`src/rtl/mac_operand_loader_pkg.sv`:
```
`default_nettype none
// +----------------------------------------------------------------------------+
// | mac_pkg : shared types and defaults for the MAC operand loader             |
// | Rev 1.0                                                                    |
// +----------------------------------------------------------------------------+
package mac_pkg;

  localparam int OP_WIDTH_DEF    = 8;
  localparam int FIFO_DEPTH_DEF  = 4;
  localparam int MAC_LATENCY_DEF = 2;

  typedef enum logic [1:0] {
    PH_A = 2'd0,
    PH_B = 2'd1,
    PH_C = 2'd2
  } phase_t;

  typedef struct packed {
    logic [OP_WIDTH_DEF-1:0] a;
    logic [OP_WIDTH_DEF-1:0] b;
    logic [OP_WIDTH_DEF-1:0] c;
  } triplet_t;

endpackage
`default_nettype wire

```
`src/rtl/triplet_fifo.sv`:
```
`default_nettype none
// +----------------------------------------------------------------------------+
// | triplet_fifo : DEPTH-entry FIFO of packed operand triplets, async reset    |
// | Rev 1.0                                                                    |
// +----------------------------------------------------------------------------+
module triplet_fifo
  import mac_pkg::*;
#(
  parameter int DW    = 3 * OP_WIDTH_DEF,
  parameter int DEPTH = FIFO_DEPTH_DEF
) (
  input  logic                     clk,
  input  logic                     reset,
  input  logic                     push_i,
  input  logic [DW-1:0]            wdata_i,
  input  logic                     pop_i,
  output logic [DW-1:0]            rdata_o,
  output logic                     full_o,
  output logic                     empty_o,
  output logic [$clog2(DEPTH):0]   count_o
);

  localparam int AW = $clog2(DEPTH);
  localparam logic [AW:0] FULL_CNT = (AW+1)'(DEPTH);

  logic [DW-1:0] mem_q [DEPTH];
  logic [AW-1:0] wr_ptr_q;
  logic [AW-1:0] rd_ptr_q;
  logic [AW:0]   count_q;
  logic [AW:0]   count_d;
  logic          push_ok;
  logic          pop_ok;

  assign full_o  = (count_q == FULL_CNT);
  assign empty_o = (count_q == '0);
  assign push_ok = push_i & ~full_o;
  assign pop_ok  = pop_i & ~empty_o;
  assign count_o = count_q;
  // Head is forced to zero while empty so the MAC never sees stale data.
  assign rdata_o = empty_o ? '0 : mem_q[rd_ptr_q];

  always_comb begin
    count_d = count_q;
    case ({push_ok, pop_ok})
      2'b10:   count_d = count_q + 1'b1;
      2'b01:   count_d = count_q - 1'b1;
      default: count_d = count_q;
    endcase
  end

  always_ff @(posedge clk or posedge reset) begin
    if (reset) begin
      for (int i = 0; i < DEPTH; i++) begin
        mem_q[i] <= '0;
      end
      wr_ptr_q <= '0;
      rd_ptr_q <= '0;
      count_q  <= '0;
    end else begin
      if (push_ok) begin
        mem_q[wr_ptr_q] <= wdata_i;
        wr_ptr_q        <= wr_ptr_q + 1'b1;
      end
      if (pop_ok) begin
        rd_ptr_q <= rd_ptr_q + 1'b1;
      end
      count_q <= count_d;
    end
  end

endmodule
`default_nettype wire

```
`src/rtl/mac_operand_loader.sv`:
```
`default_nettype none
// +----------------------------------------------------------------------------+
// | mac_operand_loader : byte stream -> (A,B,C) triplets -> FIFO -> MAC stage  |
// | Rev 1.0                                                                    |
// +----------------------------------------------------------------------------+
module mac_operand_loader
  import mac_pkg::*;
#(
  parameter int WIDTH       = OP_WIDTH_DEF,
  parameter int DEPTH       = FIFO_DEPTH_DEF,
  parameter int MAC_LATENCY = MAC_LATENCY_DEF
) (
  input  logic                   clk,
  input  logic                   reset,
  input  logic [WIDTH-1:0]       din,
  input  logic                   din_valid,
  output logic                   din_ready,
  input  logic                   sync,
  output logic [WIDTH-1:0]       A,
  output logic [WIDTH-1:0]       B,
  output logic [WIDTH-1:0]       C,
  output logic                   op_valid,
  input  logic                   op_ready,
  output logic                   res_valid,
  output logic [$clog2(DEPTH):0] count
);

  localparam int TW = 3 * WIDTH;

  phase_t                 phase_q;
  phase_t                 cur_phase;
  logic [WIDTH-1:0]       a_q;
  logic [WIDTH-1:0]       b_q;
  logic                   acc;
  logic                   push;
  logic                   fire;
  logic                   full;
  logic                   empty;
  logic [TW-1:0]          head;
  logic [MAC_LATENCY-1:0] res_q;

  // Only the C byte can be stalled; full comes from the stored count, never from op_ready.
  assign din_ready = !((phase_q == PH_C) && full);
  assign acc       = din_valid & din_ready;
  assign cur_phase = sync ? PH_A : phase_q;
  assign push      = acc && (cur_phase == PH_C);

  always_ff @(posedge clk or posedge reset) begin
    if (reset) begin
      phase_q <= PH_A;
      a_q     <= '0;
      b_q     <= '0;
    end else if (acc) begin
      case (cur_phase)
        PH_A: begin
          a_q     <= din;
          phase_q <= PH_B;
        end
        PH_B: begin
          b_q     <= din;
          phase_q <= PH_C;
        end
        default: phase_q <= PH_A;
      endcase
    end else if (sync) begin
      phase_q <= PH_A;
    end
  end

  triplet_fifo #(
    .DW    (TW),
    .DEPTH (DEPTH)
  ) u_fifo (
    .clk     (clk),
    .reset   (reset),
    .push_i  (push),
    .wdata_i ({a_q, b_q, din}),
    .pop_i   (fire),
    .rdata_o (head),
    .full_o  (full),
    .empty_o (empty),
    .count_o (count)
  );

  assign op_valid = ~empty;
  assign fire     = op_valid & op_ready;
  assign A        = head[TW-1 -: WIDTH];
  assign B        = head[2*WIDTH-1 -: WIDTH];
  assign C        = head[WIDTH-1:0];

  generate
    if (MAC_LATENCY == 1) begin : g_lat1
      always_ff @(posedge clk or posedge reset) begin
        if (reset) begin
          res_q <= '0;
        end else begin
          res_q <= fire;
        end
      end
    end else begin : g_latn
      always_ff @(posedge clk or posedge reset) begin
        if (reset) begin
          res_q <= '0;
        end else begin
          res_q <= {res_q[MAC_LATENCY-2:0], fire};
        end
      end
    end
  endgenerate

  assign res_valid = res_q[MAC_LATENCY-1];

endmodule
`default_nettype wire

```
`config.mk`:
```
export PLATFORM = sky130hd
export DESIGN_NAME = mac_operand_loader
export DESIGN_NICKNAME = d
export VERILOG_FILES = /design/src/rtl/mac_operand_loader_pkg.sv /design/src/rtl/triplet_fifo.sv /design/src/rtl/mac_operand_loader.sv
export SDC_FILE = /design/constraint.sdc
export NUM_CORES = 1
export LEC_CHECK = 0
export ABC_AREA = 1
export BUFFER_PORTS_ARGS = -buffer_cell sky130_fd_sc_hd__buf_2
export CAP_MARGIN = 0
export CORE_UTILIZATION = 30
export CTS_CLUSTER_DIAMETER = 40
export DETAILED_ROUTE_END_ITERATION = 6
export GPL_TIMING_DRIVEN = 0
export PLACE_DENSITY = 0.43
export SKIP_CTS_REPAIR_TIMING = 1
export SYNTH_ARGS = -nofsm -noshare
export SYNTH_HDL_FRONTEND = slang
export SYNTH_SLANG_ARGS = --single-unit
```
`constraint.sdc`:
```
create_clock -name clk -period 12.14 [get_ports clk]
set_clock_uncertainty 0.1 [all_clocks]
set_input_delay 2.428 -clock clk [delete_from_list [all_inputs] [get_ports clk]]
set_output_delay 2.428 -clock clk [all_outputs]
set_load 0.02 [all_outputs]
```
======== After elaboration in Yosys (flattened, before gate mapping) ========
Cells that the tools add are included.
cells by class
  $add $sub $neg .......................... 4
  magnitude comparators ................... 3
  equal/unequal tests ..................... 6
  multiplexer cells ....................... 11
  bitwise gates (word level) .............. 8
  reductions and logical operators ........ 9
operators by type and width
  kind                                                                  number
  96-bit bitwise mux                                                    1
  24-bit 2-to-1 mux                                                     4
  24-bit binary-select mux with 2-bit select                            1
  24-bit demux with 2-bit select                                        1
  2-bit == test, second input constant                                  3
  3-bit >= comparator, second input constant                            2
  2-bit inverter with 3-bit output                                      2
  3-bit one-hot mux with 2 select lines                                 1
  2-bit by 1-bit adder with 2-bit output, second input constant         2
  1-bit bitwise AND                                                     4
  2-bit by 1-bit == test with 1-bit output, second input constant       2
  2-bit 2-to-1 mux                                                      2
  2-bit one-hot mux with 2 select lines                                 1
  2-bit AND reduction                                                   2
  3-bit by 1-bit adder with 3-bit output, second input constant         1
  3-bit == test, second input constant                                  1
  1-bit logical AND                                                     3
  3-bit logical NOT                                                     1
  3-bit by 1-bit < comparator with 1-bit output, second input constant  1
  3-bit by 1-bit subtractor with 3-bit output, second input constant    1
  2-bit logical NOT                                                     1
  1-bit inverter                                                        2
  2-bit nonzero test                                                    1
  1-bit logical NOT                                                     1
word-level totals
  register bits ........................... 123
  input port bits ......................... 13

======== Longest topological paths before layout ========
  depth in word-level cells ............... 8
  depth in mapped cells ................... 12
  depth with buffers taken out ............ 11

======== Cells and area by module ========
A second synthesis with hierarchy kept.
second synthesis, totals
  cells, all modules ...................... 853
  area, all modules ....................... 6480.0 sq um
by module, submodules not included
  module              instances  cells each  area each (sq um)  seq. area each (sq um)
  triplet_fifo        1          764         5585.4             2577.5
  mac_operand_loader  1          89          894.6              500.5

======== Worst setup path before layout ========
No wires, ideal clock.
  kind .................................... reg-to-output
  start ................................... register u_fifo.count_q[0], in the netlist u_fifo.count_o[0]
  end ..................................... output A[0]
  data arrival time ....................... 1.436 ns
  data required time ...................... 9.612 ns
  slack ................................... 8.176 ns
  stages on the path, launching flop included .. 6
  path buffers ............................ 1
  cells stage by stage .................... dfrtp_1 nor2_1 nand2_1 inv_1 buf_2 a21oi_1
on the way
  longest elaborated chain between the ends .. 2
ends and longest elaborated chain
  item                    line                      text
  from (decl)             triplet_fifo.sv:29        logic [AW:0] count_q;
  from (signal assigned)  triplet_fifo.sv:67        count_q <= count_d;
  3-bit logical NOT       triplet_fifo.sv:35        assign empty_o = (count_q == '0);
  24-bit 2-to-1 mux       triplet_fifo.sv:40        assign rdata_o = empty_o ? '0 : mem_q[rd_ptr_q];
  to (decl)               mac_operand_loader.sv:19  output logic [WIDTH-1:0] A,
Every way passes these cells.

======== Worst setup path after layout ========
  start ................................... register u_fifo.rd_ptr_q[0]
  end ..................................... output C[4]
on the way
  longest elaborated chain between the ends .. 5
ends and longest elaborated chain
  item                                                    line                      text
  from (decl)                                             triplet_fifo.sv:28        logic [AW-1:0] rd_ptr_q;
  from (signal assigned)                                  triplet_fifo.sv:65        rd_ptr_q <= rd_ptr_q + 1'b1;
  2-bit inverter with 3-bit output (not written as such)  triplet_fifo.sv:40
  24-bit binary-select mux with 2-bit select              triplet_fifo.sv:40
  24-bit 2-to-1 mux (not written as such) (2 in a row)    triplet_fifo.sv:40
  24-bit 2-to-1 mux                                       triplet_fifo.sv:40
  to (decl)                                               mac_operand_loader.sv:21  output logic [WIDTH-1:0] C,
Every way passes these cells. The select of a mux whose other input is x is not followed.

==> metrics.cfg <==
[final_layout]
area.growth.synth_to_final_pct=19.1
nets=829
antennaDiodeCount=0
fin_area_sq_um=7210
layout-drive-gt1-share_pct=15.1
final_cell_mix=231 x nand2_1, 123 x dfrtp_1, 105 x nand4_1
layout_commonest_cell=nand2_1

[cts]
cts_buffer_depth=2
cts_buffers=17
h-tree-depth=4
cts_root_buf=clkbuf_16
clk_pin_slew_ns=0.06
cts.sinks=123
insertion_delay_ns=0.42
cts_tree=built

[min_path]
hold_path.class=flip-flop to flip-flop
hold_path.startpoint=res_q[0]
holdPathEnd=res_q[1]
hold_depth=0

[critical_path]
worstSetupEndpointType=primary output
r2r_cells=11
rr_endpoint=u_fifo.count_o[2]
r2r-start=u_fifo.count_o[1]
crit_fanout=10
crit_arrival_ns=2.12
required_ns=9.61
critPathKind=flip-flop to primary output
ff2ff_setup_slack_ns=9.87
worst_setup_path_start_kind=flip-flop

[detailed_routing]
wl_um=20400
vias=5465
drcViolationCount=0
postRouteAntennaNets=0
drt_first_pass_iters=5
drt-initial-drc-count=429
wl_per_cell_um=18.7
routed_via_density=5.02

[yosys]
synth_warnings=0
synthesis.area_sq_um=6050
synth_top_family_by_area=simple AND/OR/NAND/NOR gates
synthDistinctLibCells=22
ys_seq_area_share_pct=50.9
synth_fa_ha_area_share_pct=1.37
avgSynthCellArea_sq_um=8.09
synthSimpleGateAreaFrac_pct=32.9
yosys_register_bits=123
synth-xor-area-share_pct=0.579
synth_nets=767
synth_compound_area_share_pct=6.93
synth_top_cell_by_area=dfrtp_1
synthTopCellsByArea=dfrtp_1 51%, nand2_1 14%, nand4_1 11%, nor2_1 6.2%, o21ai_0 4.8%
syn_inst=748
yosys.area.top_type_share_pct=50.9
muxShareOfSynthArea_pct=0

[global_route]
grt_first_pass_wirelength_um=31500
grtUsageTotal_pct=21.0
grt_pass1_vias=5252
grt.overflow.total=0
antenna_found_initial=0
grt_max_degree=79

[die]
die_x_um=144
die_h_um=144
die_area_sq_um=20700
start_util_pct=30.9
core-area_sq_um=19600
io_pins=43
rows=51

[timing]
max_freq_mhz=215
final_hold_viol_count=0
slew_viol_final=0
setup_viol=0
layout_worst_path_cycle_share_pct=38.3
tightest_slew_ns=0.653
min_period_ns=4.65
final.setup.tns_ns=0
rsz0062_at_grt=false
slew-limit-headroom_pct=56.5
timing.hold.ws_ns=0.251

[power_and_ir_drop]
vdd_drop_max_v=0.000144
power_density_nw_per_um2=248
leakagePower_uw=0.00375

[run_status]
status=complete, no violations

[job]
maxCapViolations=0

[placement]
portBuffers=42
dpl.hpwl_um=14000
place_congestion=0.802
placed_area_sq_um=6620

worst max-delay path by stage:
stage | end | slack, ns | start
finish | C[4] | 7.49 | u_fifo.rd_ptr_q[0]
global route | B[2] | 7.32 | u_fifo.rd_ptr_q[0]
CTS | C[4] | 7.49 | u_fifo.rd_ptr_q[0]
detailed placement | u_fifo.count_o[1] | 7.82 | sync
global placement | u_fifo.mem_q[75] | 4.53 | reset
floorplan | a_q[0] | 6.34 | reset
kinds of logic after synthesis:
group,count (synthesis)
flip-flops,123
buffers and inverters,85
AO/OA/AOI/OAI,83
adder cells (fa/ha/maj),6
AND/OR/NAND/NOR,447
XOR/XNOR,4
state kept, by name, indices dropped and copies added, names as in the netlist:
name,count
u_fifo.mem_q,96
a_q,8
b_q,8
u_fifo.count_o,3
phase_q,2
res_q,2
u_fifo.rd_ptr_q,2
u_fifo.wr_ptr_q,2
synth_stat cells:
library cell,n
nand2_1,231
inv_1,19
nand4_1,105
clkinv_1,1
dfrtp_1,123
buf_6,7
buf_4,9
buf_2,28
nor2_2,1
o21ai_0,58
ha_1,5
xor2_1,3
xnor2_1,1
nand3_4,3
fa_1,1
nand3_1,7
clkbuf_2,1
a21oi_1,24
nor2_1,100
clkbuf_1,18
o21ai_2,1
inv_2,2
final cells by class:
type                    count  area, sq um
flip-flops and latches    123         3080
clock buffers              25          495
well taps                 265          332
plain buffers              63          359
repair buffers             43          238
clock inverters             7         87.6
fillers                  2077        12400
inverters                  22         87.6
multi-input cells         540         2530
routing by layer:
metal  up-vias  wire [um]  share of wire [%]  track usage, %
met3        14       1050                5.1            4.11
li1       2627          -                  -               -
met4         0        188               0.92            5.66
met5         -          0                  0               0
met1      2669       9680                 47            29.4
met2       155       9470                 46            33.1
through the flow:
stage               setup WS (ns)  util (%)  cells  power [uW]
finish                       7.49      36.8   1088        1780
global route                 7.32      36.8   1088        1900
CTS                          7.49      36.8   1088        1790
detailed placement           7.82      33.8   1056        1280
global placement             4.53      33.6   1055        1270
floorplan                    6.34         -    748        1020
power by group:
part | switching [uW] | internal, uW
Clock | 187 | 323
Combinational | 513 | 197
Sequential | 62.5 | 502
Total | 762 | 1020
worst max-delay path: stages, from the launching register on:
cell and delay [ns]:
dfrtp_1 0.37, clkbuf_2 0.14, inv_2 0.09, clkbuf_1 0.51
o21ai_0 0.20, a21oi_1 0.20, buf_2 0.19
Power figures use the tool's default switching activity.
